$ cat config.mk
export PLATFORM = sky130hd
export DESIGN_NAME = pipe_chain
export DESIGN_NICKNAME = d
export VERILOG_FILES = /design/src/rtl/pipe_chain.sv
export SDC_FILE = /design/constraint.sdc
export NUM_CORES = 1
export LEC_CHECK = 0
export ABC_AREA = 0
export ABC_CLOCK_PERIOD_IN_PS = 3550
export BUFFER_PORTS_ARGS = -buffer_cell sky130_fd_sc_hd__buf_2
export CAP_MARGIN = 20
export CORE_UTILIZATION = 54
export CTS_CLUSTER_DIAMETER = 30
export DETAILED_ROUTE_END_ITERATION = 10
export GPL_TIMING_DRIVEN = 0
export HOLD_SLACK_MARGIN = 0.05
export PLACE_DENSITY = 0.83
export SETUP_SLACK_MARGIN = 0.5
export SYNTH_ARGS = -nofsm -noshare
export SYNTH_HDL_FRONTEND = slang
export SYNTH_SLANG_ARGS = --single-unit
$ cat constraint.sdc
create_clock -name clk -period 3.55 [get_ports clk]
set_input_delay 0.1775 -clock clk [delete_from_list [all_inputs] [get_ports clk]]
set_output_delay 0.1775 -clock clk [all_outputs]
set_load 0.03 [all_outputs]
$ cat src/rtl/pipe_chain.sv
// Elastic valid/ready register chain with bubble collapsing and a per-stage flush mask.
// Optional statistics counters are built only when PIPE_CHAIN_STAT_EN is defined.
module pipe_chain #(
  parameter int WIDTH = 16,
  parameter int DEPTH = 3,
  localparam int CW = $clog2(DEPTH + 1)
) (
  input  logic             clk,
  input  logic             rst,
  input  logic             in_vld,
  input  logic [WIDTH-1:0] in_data,
  output logic             in_rdy,
  output logic             out_vld,
  output logic [WIDTH-1:0] out_data,
  input  logic             out_rdy,
  input  logic [DEPTH-1:0] flush,
  output logic [DEPTH-1:0] stage_vld,
  output logic [CW-1:0]    occ,
  output logic [15:0]      stall_cnt,
  output logic [15:0]      kill_cnt
);

  logic [DEPTH-1:0] vldReg;
  logic [DEPTH-1:0] vldNext;
  logic [DEPTH-1:0] effVld;
  logic [DEPTH-1:0] acc;
  logic [DEPTH-1:0] srcVld;
  logic [WIDTH-1:0] dataReg [DEPTH];
  logic [WIDTH-1:0] srcData [DEPTH];
  logic [CW-1:0]    occReg;
  logic [CW-1:0]    occNext;

  // A flushed stage is treated as empty when deciding who may advance.
  assign effVld = vldReg & ~flush;

  always_comb begin
    acc = '0;
    acc[DEPTH-1] = ~effVld[DEPTH-1] | out_rdy;
    for (int i = DEPTH - 2; i >= 0; i--) begin
      acc[i] = ~effVld[i] | acc[i+1];
    end
  end

  genvar gi;
  generate
    for (gi = 0; gi < DEPTH; gi++) begin : gStage
      if (gi == 0) begin : gHead
        assign srcVld[gi]  = in_vld;
        assign srcData[gi] = in_data;
      end else begin : gBody
        assign srcVld[gi]  = effVld[gi-1];
        assign srcData[gi] = dataReg[gi-1];
      end
      assign vldNext[gi] = acc[gi] ? (srcVld[gi] & ~flush[gi]) : vldReg[gi];
    end
  endgenerate

  always_comb begin
    occNext = '0;
    for (int i = 0; i < DEPTH; i++) begin
      occNext = occNext + CW'(vldNext[i]);
    end
  end

  always_ff @(posedge clk) begin
    if (rst) begin
      vldReg <= '0;
      occReg <= '0;
      for (int i = 0; i < DEPTH; i++) begin
        dataReg[i] <= '0;
      end
    end else begin
      vldReg <= vldNext;
      occReg <= occNext;
      for (int i = 0; i < DEPTH; i++) begin
        if (acc[i]) begin
          dataReg[i] <= srcData[i];
        end
      end
    end
  end

  assign in_rdy    = rst | acc[0];
  assign out_vld   = vldReg[DEPTH-1];
  assign out_data  = dataReg[DEPTH-1];
  assign stage_vld = vldReg;
  assign occ       = occReg;

`ifdef PIPE_CHAIN_STAT_EN
  localparam int KW = $clog2(DEPTH + 2);

  logic [DEPTH-1:0] killHeld;
  logic [DEPTH-1:0] killIn;
  logic [KW-1:0]    killSum;
  logic [16:0]      killSat;
  logic [15:0]      stallCntReg;
  logic [15:0]      killCntReg;

  // Entries lost either sitting in a flushed stage or moving into one.
  assign killHeld = vldReg & flush;
  assign killIn   = acc & srcVld & flush;

  always_comb begin
    killSum = '0;
    for (int i = 0; i < DEPTH; i++) begin
      killSum = killSum + KW'(killHeld[i]) + KW'(killIn[i]);
    end
  end

  assign killSat = {1'b0, killCntReg} + 17'(killSum);

  always_ff @(posedge clk) begin
    if (rst) begin
      stallCntReg <= '0;
      killCntReg  <= '0;
    end else begin
      if (in_vld && !acc[0] && stallCntReg != 16'hFFFF) begin
        stallCntReg <= stallCntReg + 16'd1;
      end
      killCntReg <= killSat[16] ? 16'hFFFF : killSat[15:0];
    end
  end

  assign stall_cnt = stallCntReg;
  assign kill_cnt  = killCntReg;
`else
  assign stall_cnt = 16'h0000;
  assign kill_cnt  = 16'h0000;
`endif

endmodule

==> results of run 1 <==
-- power by group --
| part | switching [mW] | internal (mW) |
|---|---|---|
| Combinational | 0.0842 | 0.0635 |
| Sequential | 0.00541 | 0.698 |
| Clock | 0.186 | 0.207 |
-- cells in the final DEF (no fill, tap or decap), drive strengths merged, types with 2 or more instances in the layout --
cell type  count
conb          32
nor2b          2
clkbuf         8
dfxtp          5
edfxtp        48
nor2           4
or3            2
and2          48
buf           96
a2bb2oi        2
-- kinds of logic after synthesis --
kind of cell	Yosys count	synth area share, %
buffers and inverters	56	17.0
AO/OA/AOI/OAI	5	1.94
AND/OR/NAND/NOR	62	17.3
flip-flops	53	62.8
other	1	0.153
adder cells (fa/ha/maj)	1	0.816
-- routing by layer --
layer / wire, µm / global-route usage, %
met1: 1200 / 15.2
met2: 1440 / 21.3
met3: 246 / 4.22
met4: 153 / 12.7
met5: 0 / 0
-- final timing paths --
kind / from / endpoint / slack, ns / depth (start not counted)
setup / recovery: stage_vld[2] / in_rdy / 1.71 / 4
hold / removal: in_data[0] / dataReg[0][0] / 0.14 / 2
setup reg to reg: stage_vld[2] / dataReg[0][9] / 1.72 / 3
hold reg to reg: dataReg[0][30] / dataReg[0][46] / 0.52 / 1
-- registers in the layout (all words and copies together), names as in the netlist --
| signal | flops |
|---|---|
| occ | 2 |
| stage_vld | 3 |
| dataReg | 48 |
-- per-stage QoR --
step | instance area (µm²) | power, mW | hold WS (ns)
6_report | 2980 | 1.25 | 0.138
2_1_floorplan | 2570 | 0.840 | 0.257
3_3_place_gp | 2860 | 0.861 | 0.374
4_1_cts | 2980 | 1.26 | 0.131
3_5_place_dp | 2860 | 0.865 | 0.380
5_1_grt | 2980 | 1.29 | 0.127
-- synthesized netlist by cell type --
master      n  area [µm²]
a2bb2oi_1   2        17.5
a31oi_1     1        6.26
a41oi_2     1        16.3
and2_1     34         213
and2_4     14         123
buf_4      49         368
buf_6       3        33.8
clkbuf_1    3        11.3
conb_1      1        3.75
dfxtp_1     5         100
edfxtp_1   48        1440
fa_1        1        20.0
inv_1       1        3.75
nand2_1     1        3.75
nand2b_1    1        6.26
nor2_1      4        15.0
nor2b_1     1        6.26
nor2b_2     1        8.76
nor3_1      1        5.00
nor3b_4     1        18.8
o21bai_1    1        7.51
or2_2       1        6.26
or2b_1      1        7.51
or3_1       2        12.5
-- area by class of cell --
class                           count  area (µm²)  area share (%)
Tap cell                           52        65.1            2.19
Clock buffer                        5        68.8            2.31
Multi-Input combinational cell    100         613            20.6
Clock inverter                      3        41.3            1.39
Sequential cell                    53        1540            51.8
Inverter                            1        3.75           0.126
Buffer                             55         413            13.9
Timing Repair Buffer               45         230            7.73
-- worst reg2reg max path, delay by kind of cell, from the launching register on --
kind          cells  cell delay [ns]
simple gates      3             1.12
flops             1             0.36
-- timing repair --
item,CTS,global route
resized for setup,0,0
endpoints found under the hold margin,1,0
hold buffers,1,0
==> run summary, run 1 <==
status = complete, no violations
postcts setup bufs = 0
Horiz. Die Dim = 69.4 µm
vias post-DR = 1255
DRC Markers = 0
number of setup violations in the final report = 0
gpl congestion = 0.775
Core Box Area = 4350 µm²
Final Non-Filler Cells = 314
delay-heaviest family, CP = simple AND/OR/NAND/NOR gates
n_diodes = 0
final worst slack = 1.71 ns
P_leak = 1.47 nW
H-tree levels = 2
drt via density = 4.00
setup TNS = 0 ns
pre-CTS WS = 1.74 ns
slowest CP cell = dfxtp_1
Die Ht = 69.4 µm
Crit path largest cell delay = 0.36 ns
Port Buf Inserts = 44
Final Util = 68.4%
post-route ant nets = 0
Nets = 285
max-cap violations = 0
Clock Tree Root = clkbuf_8
fillers = 333
unrepaired setup endpoints after global routing = no
Slew @ Worst Pin = 0.646 ns
clk_lat worst skew = 0.31 ns
largest net degree at the start of global routing = 17
crit path capture type = primary output
dpl cells = 305
CTS tree = done
Relative slew margins = 56.9%
critical path buffer and inverter count = 1
initial antenna violation count = 0
total global-route track usage = 13.8%
Top Ports = 78
CTS Buf Count = 5
Max rail drop VDD = 308 µV
Synth cell types = 24
final hold vios = 0
final worst path period share = 52.0%
share of post-route cells with drive strength above 1 = 46.2%
first-pass GRT wire length = 4920 µm
Row Count = 24
Critical Path RT = 3.37 ns
Mean Syn Cell Area = 13.8 µm²
Crit Path Category = register to primary output
die area = 4820 µm²
worst endpoint data arrival time = 1.67 ns
Syn. warnings = 0
final WL = 3030 µm
clk sinks = 53
Final Slew Violations = 0
clock slew at reported path FFs = 0.09 ns
Clock Skews = 0.00503 ns
Area growth syn-to-layout = 21.3%
vias in the first global route = 1110
clk buf depth = 2
minimum clock period = 1.84 ns
CP cell instances = nor3b_4 -> nand2_1 -> or3_1 -> buf_2
CP startpoint kind = register
worst-path fanout max = 5
per-cell routed wire length = 9.66 µm
power density cells = 418 nW/µm²
synthesized area = 2450 µm²
initial core utilization = 56.4%
type of the most critical hold path = input pin to register
Yosys reg bits = 53
Peak Freq = 542 MHz
register area share after synthesis = 62.8%
total gr overflow = 0
Initial DRC Count = 11
cells after synthesis = 178
HPWL Detailed = 2290 µm
DRT Pass-1 Iters = 5
Power figures use the tool's default switching activity.
==> run 2: changes to the inputs <==
- ABC_CLOCK_PERIOD_IN_PS: 3550 -> 1900
- CORE_UTILIZATION: 54 -> 50
- PLACE_DENSITY: 0.83 -> 0.78
- clock period: 3.55 -> 1.9 ns (I/O delays scaled with it)
==> run summary, run 2 (synthesis results as in run 1) <==
clk buf depth = 2 (unchanged)
Die Ht = 72.1 µm (+3.8%)
total gr overflow = 0 (unchanged)
DRC Markers = 0 (unchanged)
vias post-DR = 1260 (+0.40%)
status = complete, no violations
CTS tree = done
post-route ant nets = 0 (unchanged)
Final Slew Violations = 0 (unchanged)
Hold Path End = dataReg[0][0]
power density cells = 716 nW/µm² (+71%)
Row Count = 25 (+4.2%)
minimum clock period = 1.53 ns
met3 WL = 230 µm (-6.5%)
CP startpoint kind = register
leading cell type in the layout, fill and taps excluded = buf_4
max layer used = met4
per-cell routed wire length = 8.94 µm (-7.4%)
Nets = 291 (+2.1%)
max-cap violations = 0 (unchanged)
gpl congestion = 0.677 (-13%)
worst-path fanout max = 8 (+3)
vias in the first global route = 1000 (-9.9%)
start of the worst register-to-register path = stage_vld[2]
fillers = 377 (+13%)
FF-to-FF End = dataReg[0][3]
Critical Path RT = 1.96 ns (-1.41 ns)
Core Box Area = 4720 µm² (+8.5%)
Initial DRC Count = 31 (+20)
Max rail drop VDD = 476 µV (+55%)
register area = 1550 µm² (+0.41%)
H-tree levels = 2 (unchanged)
DRT Pass-1 Iters = 4 (-1)
Crit Path Category = register to register
final worst path period share = 80.6%
routed length on met2 = 1410 µm (-1.6%)
final WL = 3000 µm (-1.2%)
hold path depth = 2 (unchanged)
Final Util = 64.9% (-3.4 points)
max FFs per register = 48 (unchanged)
worst endpoint data arrival time = 1.59 ns (-0.08 ns)
Design Power = 2.20 mW (+76%)
P_leak = 1.50 nW (+2.3%)
CTS Buf Count = 5 (unchanged)
Worst R2R Setup Slack = 0.37 ns (-1.35 ns)
final hold vios = 0 (unchanged)
Clock Skews = 0.00531 ns (+0.000283 ns)
WL met1 = 1290 µm (+8.0%)
total global-route track usage = 11.6% (-2.2 points)
crit path capture type = register
Clock Tree Root = clkbuf_8
number of setup violations in the final report = 0 (unchanged)
type of the most critical hold path = input pin to register
initial antenna violation count = 0 (unchanged)
first-pass GRT wire length = 4460 µm (-9.4%)
most frequent cells in the layout = buf_4 (54), edfxtp_1 (48), buf_2 (43)
FF-to-FF path depth = 5 (+2)
min-delay src = in_data[0]
drt via density = 3.76 (-5.9%)
Port Buf Inserts = 44 (unchanged)
Area growth syn-to-layout = 24.9%
clk sinks = 53 (unchanged)
Relative slew margins = 65.7% (+8.7 points)
Top Ports = 78 (unchanged)
unrepaired setup endpoints after global routing = yes
n_diodes = 0 (unchanged)
die area = 5190 µm² (+7.8%)
largest net degree at the start of global routing = 17 (unchanged)
area of the multi-input gates = 647 µm² (+5.5%)
Top reg by flops = dataReg
Peak Freq = 653 MHz
initial core utilization = 52.0% (-4.4 points)
share of post-route cells with drive strength above 1 = 50.0% (+3.8 points)
Horiz. Die Dim = 72.1 µm (+3.8%)
clk_lat worst skew = 0.31 ns (about the same)
Slew @ Worst Pin = 0.515 ns (-0.131 ns)
CP Launch Point = stage_vld[2]
HPWL Detailed = 2120 µm (-7.3%)
setup TNS = 0 ns (unchanged)
clock slew at reported path FFs = 0.08 ns (about the same)
-- run 2: cell types whose count changed in the layout (fill, tap and decap cells not counted), sizes merged --
cell,change
buf,+6
bufinv,-1
clkinv,-1
dlygate4sd3,+1
or3,+1
-- run 2: how the worst max path moves through the flow --
stage | end | slack, ns | cells past startpoint
final | dataReg[0][3] | 0.37 | 5
after global routing | occ[0] | 0.28 | 6
after CTS | dataReg[0][13] | 0.38 | 6
after detailed placement | occ[0] | 0.38 | 5
after global placement | occ[0] | 0.39 | 5
after floorplan | occ[0] | 0.38 | 5
-- run 2: cell type report --
class	instances	share of cell area [%]
clock inverters	1	0.245
flip-flops and latches	53	50.5
inverters	1	0.122
clock buffers	7	2.49
repair buffers	50	9.14
well taps	67	2.73
multi-input cells	101	21.1
plain buffers	55	13.7
-- run 2: timing repair --
action,in CTS,in global routing
cloned,0,1
hold endpoints to repair,1,1
gates resized for setup,7,3
hold buffers,1,1
endpoints found under the setup margin,98,83
pin swaps,3,1
setup buffers,3,1
-- run 2: layer usage --
| layer | global-route usage (%) | vias to the layer above |
|---|---|---|
| li1 | - | 690 |
| met1 | 13.1 | 510 |
| met2 | 19.1 | 55 |
| met3 | 4.58 | 5 |
| met4 | 5.88 | 0 |
| met5 | 0 | - |
-- run 2: worst max-delay path, cell delays in order (launching register included) --
cell and delay (ns):
dfxtp_4 0.35, nor3b_4 0.21, nand2_2 0.09, buf_6 0.13, buf_4 0.13, or3_4 0.39
-- run 2: stage by stage --
| step | instance area, µm² | setup slack [ns] | cells | hold WS (ns) |
|---|---|---|---|---|
| after floorplan | 2600 | 0.381 | 209 | 0.167 |
| after global placement | 2900 | 0.385 | 320 | 0.287 |
| after detailed placement | 2900 | 0.375 | 320 | 0.298 |
| after CTS | 3040 | 0.379 | 332 | 0.0533 |
| after global routing | 3070 | 0.280 | 335 | 0.0557 |
| final | 3070 | 0.369 | 335 | 0.0609 |
-- run 2: power by group --
group / internal (mW) / leakage (nW) / switching, mW
combinational: 0.123 / 0.850 / 0.159
sequential: 1.30 / 0.614 / 0.00985
clock: 0.261 / 0.0385 / 0.340
